--- config.mk ---
export PLATFORM = sky130hd
export DESIGN_NAME = seg7_scan_driver
export DESIGN_NICKNAME = d
export VERILOG_FILES = /design/src/rtl/seg7_scan_driver.sv
export SDC_FILE = /design/constraint.sdc
export NUM_CORES = 1
export LEC_CHECK = 0
export BUFFER_PORTS_ARGS = -buffer_cell sky130_fd_sc_hd__buf_2
export CAP_MARGIN = 5
export CORE_UTILIZATION = 55
export DETAILED_ROUTE_END_ITERATION = 12
export GPL_ROUTABILITY_DRIVEN = 0
export PLACE_DENSITY = 0.76
export SYNTH_ARGS = -nofsm -noshare
export SYNTH_HDL_FRONTEND = slang
export SYNTH_SLANG_ARGS = --single-unit
--- constraint.sdc ---
create_clock -name clk -period 4.1 [get_ports clk]
set_input_delay 0.41 -clock clk [delete_from_list [all_inputs] [get_ports clk]]
set_output_delay 0.41 -clock clk [all_outputs]
set_load 0.01 [all_outputs]
--- src/rtl/seg7_scan_driver.sv ---
// Binary-to-BCD converter feeding a multiplexed 7-segment scan driver with leading-zero blanking.
// Latency: display registers update DATA_W+1 cycles after the load-accepting edge.
// Backpressure: load is ignored while busy is high; nothing is queued.
module seg7_scan_driver #(
   parameter int DATA_W      = 16,
   parameter int NUM_DIGITS  = 5,
   parameter int REFRESH_DIV = 1000,
   parameter int BLANK_LZ    = 1
) (
   input  logic                  clk,
   input  logic                  rst_n,
   input  logic                  load,
   input  logic [DATA_W-1:0]     value,
   output logic                  busy,
   output logic                  overflow,
   output logic [NUM_DIGITS-1:0] digit_en,
   output logic [0:6]            segmentcode
);

   localparam int BCD_W = 4 * NUM_DIGITS;
   localparam int CNT_W = $clog2(DATA_W + 1);
   localparam int PRE_W = $clog2(REFRESH_DIV);
   localparam int IDX_W = (NUM_DIGITS > 1) ? $clog2(NUM_DIGITS) : 1;

   function automatic logic [63:0] pow10(input int n);
      logic [63:0] r;
      r = 64'd1;
      for (int k = 0; k < n; k++) begin
         r = r * 64'd10;
      end
      return r;
   endfunction

   localparam logic [63:0] LIMIT = pow10(NUM_DIGITS);

   function automatic logic [0:6] encode(input logic [3:0] d);
      logic [0:6] s;
      case (d)
         4'd0:    s = 7'b1111110;
         4'd1:    s = 7'b0110000;
         4'd2:    s = 7'b1101101;
         4'd3:    s = 7'b1111001;
         4'd4:    s = 7'b0110011;
         4'd5:    s = 7'b1011011;
         4'd6:    s = 7'b1011111;
         4'd7:    s = 7'b1110000;
         4'd8:    s = 7'b1111111;
         4'd9:    s = 7'b1111011;
         default: s = 7'b0000000;
      endcase
      return s;
   endfunction

   typedef enum logic [1:0] {IDLE, CONVERT, UPDATE} state_t;

   state_t                state, state_nxt;
   logic [DATA_W-1:0]     bin_q;
   logic [BCD_W-1:0]      bcd_q, bcd_adj;
   logic                  ovf_q;
   logic [CNT_W-1:0]      cnt_q;
   logic [BCD_W-1:0]      disp_q, disp_nxt;
   logic                  disp_ovf_q, disp_ovf_nxt;
   logic [PRE_W-1:0]      presc_q;
   logic                  presc_last;
   logic [IDX_W-1:0]      idx_q, idx_nxt;
   logic [NUM_DIGITS-1:0] en_nxt;
   logic [0:6]            seg_nxt;
   logic                  too_big;

   assign too_big  = (64'(value) >= LIMIT);
   assign busy     = (state != IDLE);
   assign overflow = disp_ovf_q;

   // FSM state register
   always_ff @(posedge clk or negedge rst_n) begin
      if (!rst_n) begin
         state <= IDLE;
      end else begin
         state <= state_nxt;
      end
   end

   // Next-state: accept load only in IDLE, convert for DATA_W cycles, one cycle to publish
   always_comb begin
      state_nxt = state;
      case (state)
         IDLE:    if (load) state_nxt = CONVERT;
         CONVERT: if (cnt_q == CNT_W'(DATA_W - 1)) state_nxt = UPDATE;
         UPDATE:  state_nxt = IDLE;
         default: state_nxt = IDLE;
      endcase
   end

   // Add-3 correction on every BCD nibble that is 5 or more, ahead of the shift
   always_comb begin
      bcd_adj = bcd_q;
      for (int d = 0; d < NUM_DIGITS; d++) begin
         if (bcd_q[4*d +: 4] >= 4'd5) begin
            bcd_adj[4*d +: 4] = bcd_q[4*d +: 4] + 4'd3;
         end
      end
   end

   // Double-dabble datapath: capture, then shift one binary bit MSB-first per cycle
   always_ff @(posedge clk or negedge rst_n) begin
      if (!rst_n) begin
         bin_q <= '0;
         bcd_q <= '0;
         ovf_q <= 1'b0;
         cnt_q <= '0;
      end else if (state == IDLE) begin
         if (load) begin
            bin_q <= value;
            bcd_q <= '0;
            ovf_q <= too_big;
            cnt_q <= '0;
         end
      end else if (state == CONVERT) begin
         bcd_q <= {bcd_adj[BCD_W-2:0], bin_q[DATA_W-1]};
         bin_q <= bin_q << 1;
         ovf_q <= ovf_q | bcd_adj[BCD_W-1];
         cnt_q <= cnt_q + CNT_W'(1);
      end
   end

   // Display contents as they will be after this edge, so segments track new results immediately
   always_comb begin
      disp_nxt     = disp_q;
      disp_ovf_nxt = disp_ovf_q;
      if (state == UPDATE) begin
         disp_nxt     = bcd_q;
         disp_ovf_nxt = ovf_q;
      end
   end

   // Display registers, written only from the UPDATE state
   always_ff @(posedge clk or negedge rst_n) begin
      if (!rst_n) begin
         disp_q     <= '0;
         disp_ovf_q <= 1'b0;
      end else begin
         disp_q     <= disp_nxt;
         disp_ovf_q <= disp_ovf_nxt;
      end
   end

   // Scan index advance on the prescaler terminal count
   always_comb begin
      presc_last = (presc_q == PRE_W'(REFRESH_DIV - 1));
      idx_nxt    = idx_q;
      if (presc_last) begin
         idx_nxt = (idx_q == IDX_W'(NUM_DIGITS - 1)) ? '0 : idx_q + IDX_W'(1);
      end
      en_nxt = NUM_DIGITS'(1) << idx_nxt;
   end

   // Segment pattern for the digit selected next: dash on overflow, blank for leading zeros
   always_comb begin
      logic [3:0] digit;
      logic       blank;
      digit = 4'd0;
      blank = 1'b0;
      for (int d = 0; d < NUM_DIGITS; d++) begin
         if (idx_nxt == IDX_W'(d)) begin
            digit = disp_nxt[4*d +: 4];
            blank = (BLANK_LZ != 0) && (d > 0) && ((disp_nxt >> (4 * d)) == '0);
         end
      end
      if (disp_ovf_nxt) begin
         seg_nxt = 7'b0000001;
      end else if (blank) begin
         seg_nxt = 7'b0000000;
      end else begin
         seg_nxt = encode(digit);
      end
   end

   // Free-running scan: prescaler, digit index, and the registered digit/segment pair
   always_ff @(posedge clk or negedge rst_n) begin
      if (!rst_n) begin
         presc_q     <= '0;
         idx_q       <= '0;
         digit_en    <= NUM_DIGITS'(1);
         segmentcode <= 7'b1111110;
      end else begin
         presc_q     <= presc_last ? '0 : presc_q + PRE_W'(1);
         idx_q       <= idx_nxt;
         digit_en    <= en_nxt;
         segmentcode <= seg_nxt;
      end
   end

endmodule

==> impl_results.md <==
- Outcome: completed
- Max VDD drop: 0.000290 V
- Initial DRC count: slightly below 200
- Post-CTS sizing: 0
- Total power: around 3.1 mW
- Final cell count without fillers: 609
- Layout cells sized above 1: 0.179
- WS Path Type: reg2reg
- Cell accounting for the most synthesized area: dfrtp_1
- Wirelength, routed: 9480 um
- Antenna cell count: 0
- Pre-CTS setup slack: 0.832 ns
- Final Net Count: ~540
- Worst Skew: 0.0117 ns
- Reg2reg end: segmentcode[3]
- Sw Ratio: 0.356
- Commonest cells after routing, fill and taps aside: dfrtp_1 (83), nand2_1 (53), o21ai_0 (49), buf_2 (31), nor2_1 (27)
- Vias in the first global route: 3,405
- Core box area: 8260 um^2
- Mapped Area: 4720 um^2
- Synthesis warning total: 0
- Slew @ Worst Pin: 1.01 ns
- Initial antenna violation count: 0
- CP Capture Type: flop
- Clock power frac: 0.223
- Hold Path Class: in2async
- DR DRC count: 0
- Final slew viol count: 0
- Setup ws final: 0.765 ns
- Comb pwr share: 0.344
- Design area: roughly 5200 um^2
- I/O Buffers: 32
- Startpoint type of the worst setup path: flop
- Synth area leaders: dfrtp_1 (44%), ha_1 (5.3%), o21ai_0 (5.2%), mux2i_1 (4.9%), mux2_2 (4.8%)
- FFs w/ async S/R, synth: 1.00
- Fin. Hold Viols: 0
- Sequential share of the synthesized area: 0.479
- Setup TNS: 0 ns
- R2R depth: 11
- Fraction of the mapped netlist area in adder cells: 0.0530
- Fin crit share: 0.814
- Mux cell area share after synthesis: 0.0964
- Final setup viols: 0
- CTS root buffer: clkbuf_8
- Sequential share of power: 0.433
- IO Pins: 33
- Die width: 94.7 um
- Max Buffers Root-to-Sink: 2
- DP HPWL: 6650 um
- Global Route Usage Sum: 0.232
- Crit path DAT: 3.61 ns
- Slew headroom: 0.327
- DR vias/cell: a little under 6
- Cell Rows: 33
- Met2 usage in global routing: 0.362
- LEAKAGE: 2.44 nW
- Grt met1 use: 0.323
- WP data required: 4.37 ns
- Internal power: approximately 2.0 mW
- First-pass GRT wire length: 16,100 um
- CTS Hold Buffers Added: 0
- Worst skew pair latency: between 0.3 and 0.4 ns
- Max Freq: between 200 and 300 MHz
- WL per Instance: 15.6 um
- Placed cell area: 4990 um^2
- Inst Count DP: 592
- Area Overhead vs Synth: 10.9%
- Flop-to-flop setup slack: around 0.76 ns
- Drt pass-1 iters: 5
- Die area: 8960 um^2
- Global routing's busiest layer: met2
- ANT nets after route: 0
- Pin count of the biggest net entering global routing: between 60 and 70
- Initial Util: 0.572
- Post-synthesis xor/xnor area fraction: 0.0315
- Largest fanout on the critical path: 6
- Reg2reg start: presc_q[0]
- Post-synthesis register bit count: 90
- Setup Buffers After CTS: 0
- RSZ-0062 raised after global routing: false
- Mapped Cells: roughly 470
- Seq. cell area: between 2000 and 2500 um^2
- Synthesized Nets: between 500 and 600
- CTS buffer count: 9
- Gr ovfl total: 0
- Filler instances: 652
- Utilization after layout: 0.634
- Net Switching: between 1 and 1.5 mW
- Clock slew at reported path FFs: 0.09 ns
- Clock Sinks: 90
- Mean post-synth cell area: 10.1 um^2
- H-tree depth: 3
- Hold WS: roughly 0.12 ns
- Compound-Gate Fraction of Synth Area: 0.138
- Ys flop type: dfrtp_1
- Area share of the largest cell type after synthesis: 0.440
- Footprint of the multi-input gates: between 2000 and 2500 um^2
- Largest family of logic cells by synthesized area: simple AND/OR/NAND/NOR gates
- Die H: 94.7 um
- Synth Area in Simple Gates: 0.163
- DR vias: 3,520
- CTS tree: yes
- GR Layer Usage met3: 0.0564
- Max-Cap Viols: 0
- Commonest non-fill, non-tap cell in the layout: dfrtp_1
- EDFF count, synth: 0
- Yosys cell types: 57
- Final min period: 3.34 ns
- Pwr dens: about 600 nW/um^2
final cells by class:
| type | count | area share |
|---|---|---|
| clock buffers | 13 | 0.0265 |
| clock inverters | 3 | 0.0172 |
| inverters | 26 | 0.0191 |
| multi-input cells | 334 | 0.438 |
| flip-flops and latches | 90 | 0.432 |
| well taps | 105 | 0.0251 |
| repair buffers | 38 | 0.0421 |
cells by family (layout without fill, tap and decap cells):
group,count (synthesis),count (layout)
AOI/OAI and AO/OA,104,104
DFF,90,90
xor gates and xnor gates,17,17
adders and majority gates,20,20
and+or+nand+nor,150,150
muxes,43,43
buffers and inverters,43,80
metal layers:
| layer | up-vias | wire [um] |
|---|---|---|
| met4 | 0 | 115 |
| met5 | - | 0 |
| met1 | 1725 | 4410 |
| met2 | 74 | 4580 |
| li1 | 1710 | - |
| met3 | 11 | 374 |
critical path, stage by stage (launching register included):
cell,delay [ns]
dfrtp_1,0.40
ha_1,0.28
nand4bb_4,0.19
o311ai_0,0.70
nand2_1,0.18
and3_1,0.22
a211oi_1,0.21
buf_4,0.20
inv_1,0.07
ha_1,0.29
mux2_2,0.27
a211oi_1,0.24
power by group through the flow:
stage          logic, mW  registers (mW)  clock network, mW
2_1_floorplan      0.851            1.31                  0
3_3_place_gp        1.03            1.37                  0
3_5_place_dp        1.08            1.38                  0
4_1_cts             1.08            1.36              0.715
5_1_grt             1.25            1.40              0.751
6_report            1.08            1.36              0.701
flip-flops by register name, indices dropped and copies added, names as in the netlist:
register,cells
bcd_q,20
bin_q,16
cnt_q,5
digit_en,5
disp_q,20
idx_q,3
overflow,1
ovf_q,1
presc_q,10
segmentcode,7
state,2
synth_stat cells, types with 2 or more instances:
| library cell | count |
|---|---|
| nand3_1 | 10 |
| xnor2_1 | 7 |
| xor2_1 | 10 |
| or3_1 | 3 |
| buf_2 | 4 |
| dfrtp_1 | 83 |
| a221oi_1 | 2 |
| a211oi_1 | 6 |
| mux2_2 | 20 |
| a21o_1 | 3 |
| mux2i_1 | 23 |
| ha_1 | 20 |
| a21oi_1 | 17 |
| nor2_1 | 28 |
| nand4_1 | 2 |
| buf_6 | 2 |
| a22o_1 | 3 |
| and2_1 | 3 |
| nor2b_1 | 8 |
| and3_1 | 6 |
| nand2b_1 | 5 |
| o31ai_1 | 5 |
| clkbuf_1 | 11 |
| dfstp_2 | 7 |
| nor3_1 | 14 |
| o21ai_0 | 49 |
| nor4_1 | 8 |
| inv_1 | 25 |
| a31oi_1 | 3 |
| nand2_1 | 53 |
worst max path at each step:
stage / startpoint / end / slack (ns) / cells after the start
after global routing: idx_q[0] / segmentcode[3] / 0.47 / 12
final: presc_q[0] / segmentcode[3] / 0.76 / 11
after CTS: state[1] / segmentcode[3] / 0.80 / 11
after floorplan: state[0] / segmentcode[3] / 0.90 / 12
after global placement: state[1] / segmentcode[3] / 0.96 / 11
after detailed placement: state[1] / segmentcode[3] / 0.83 / 11
No activity file was read; power rests on OpenSTA's default activity.
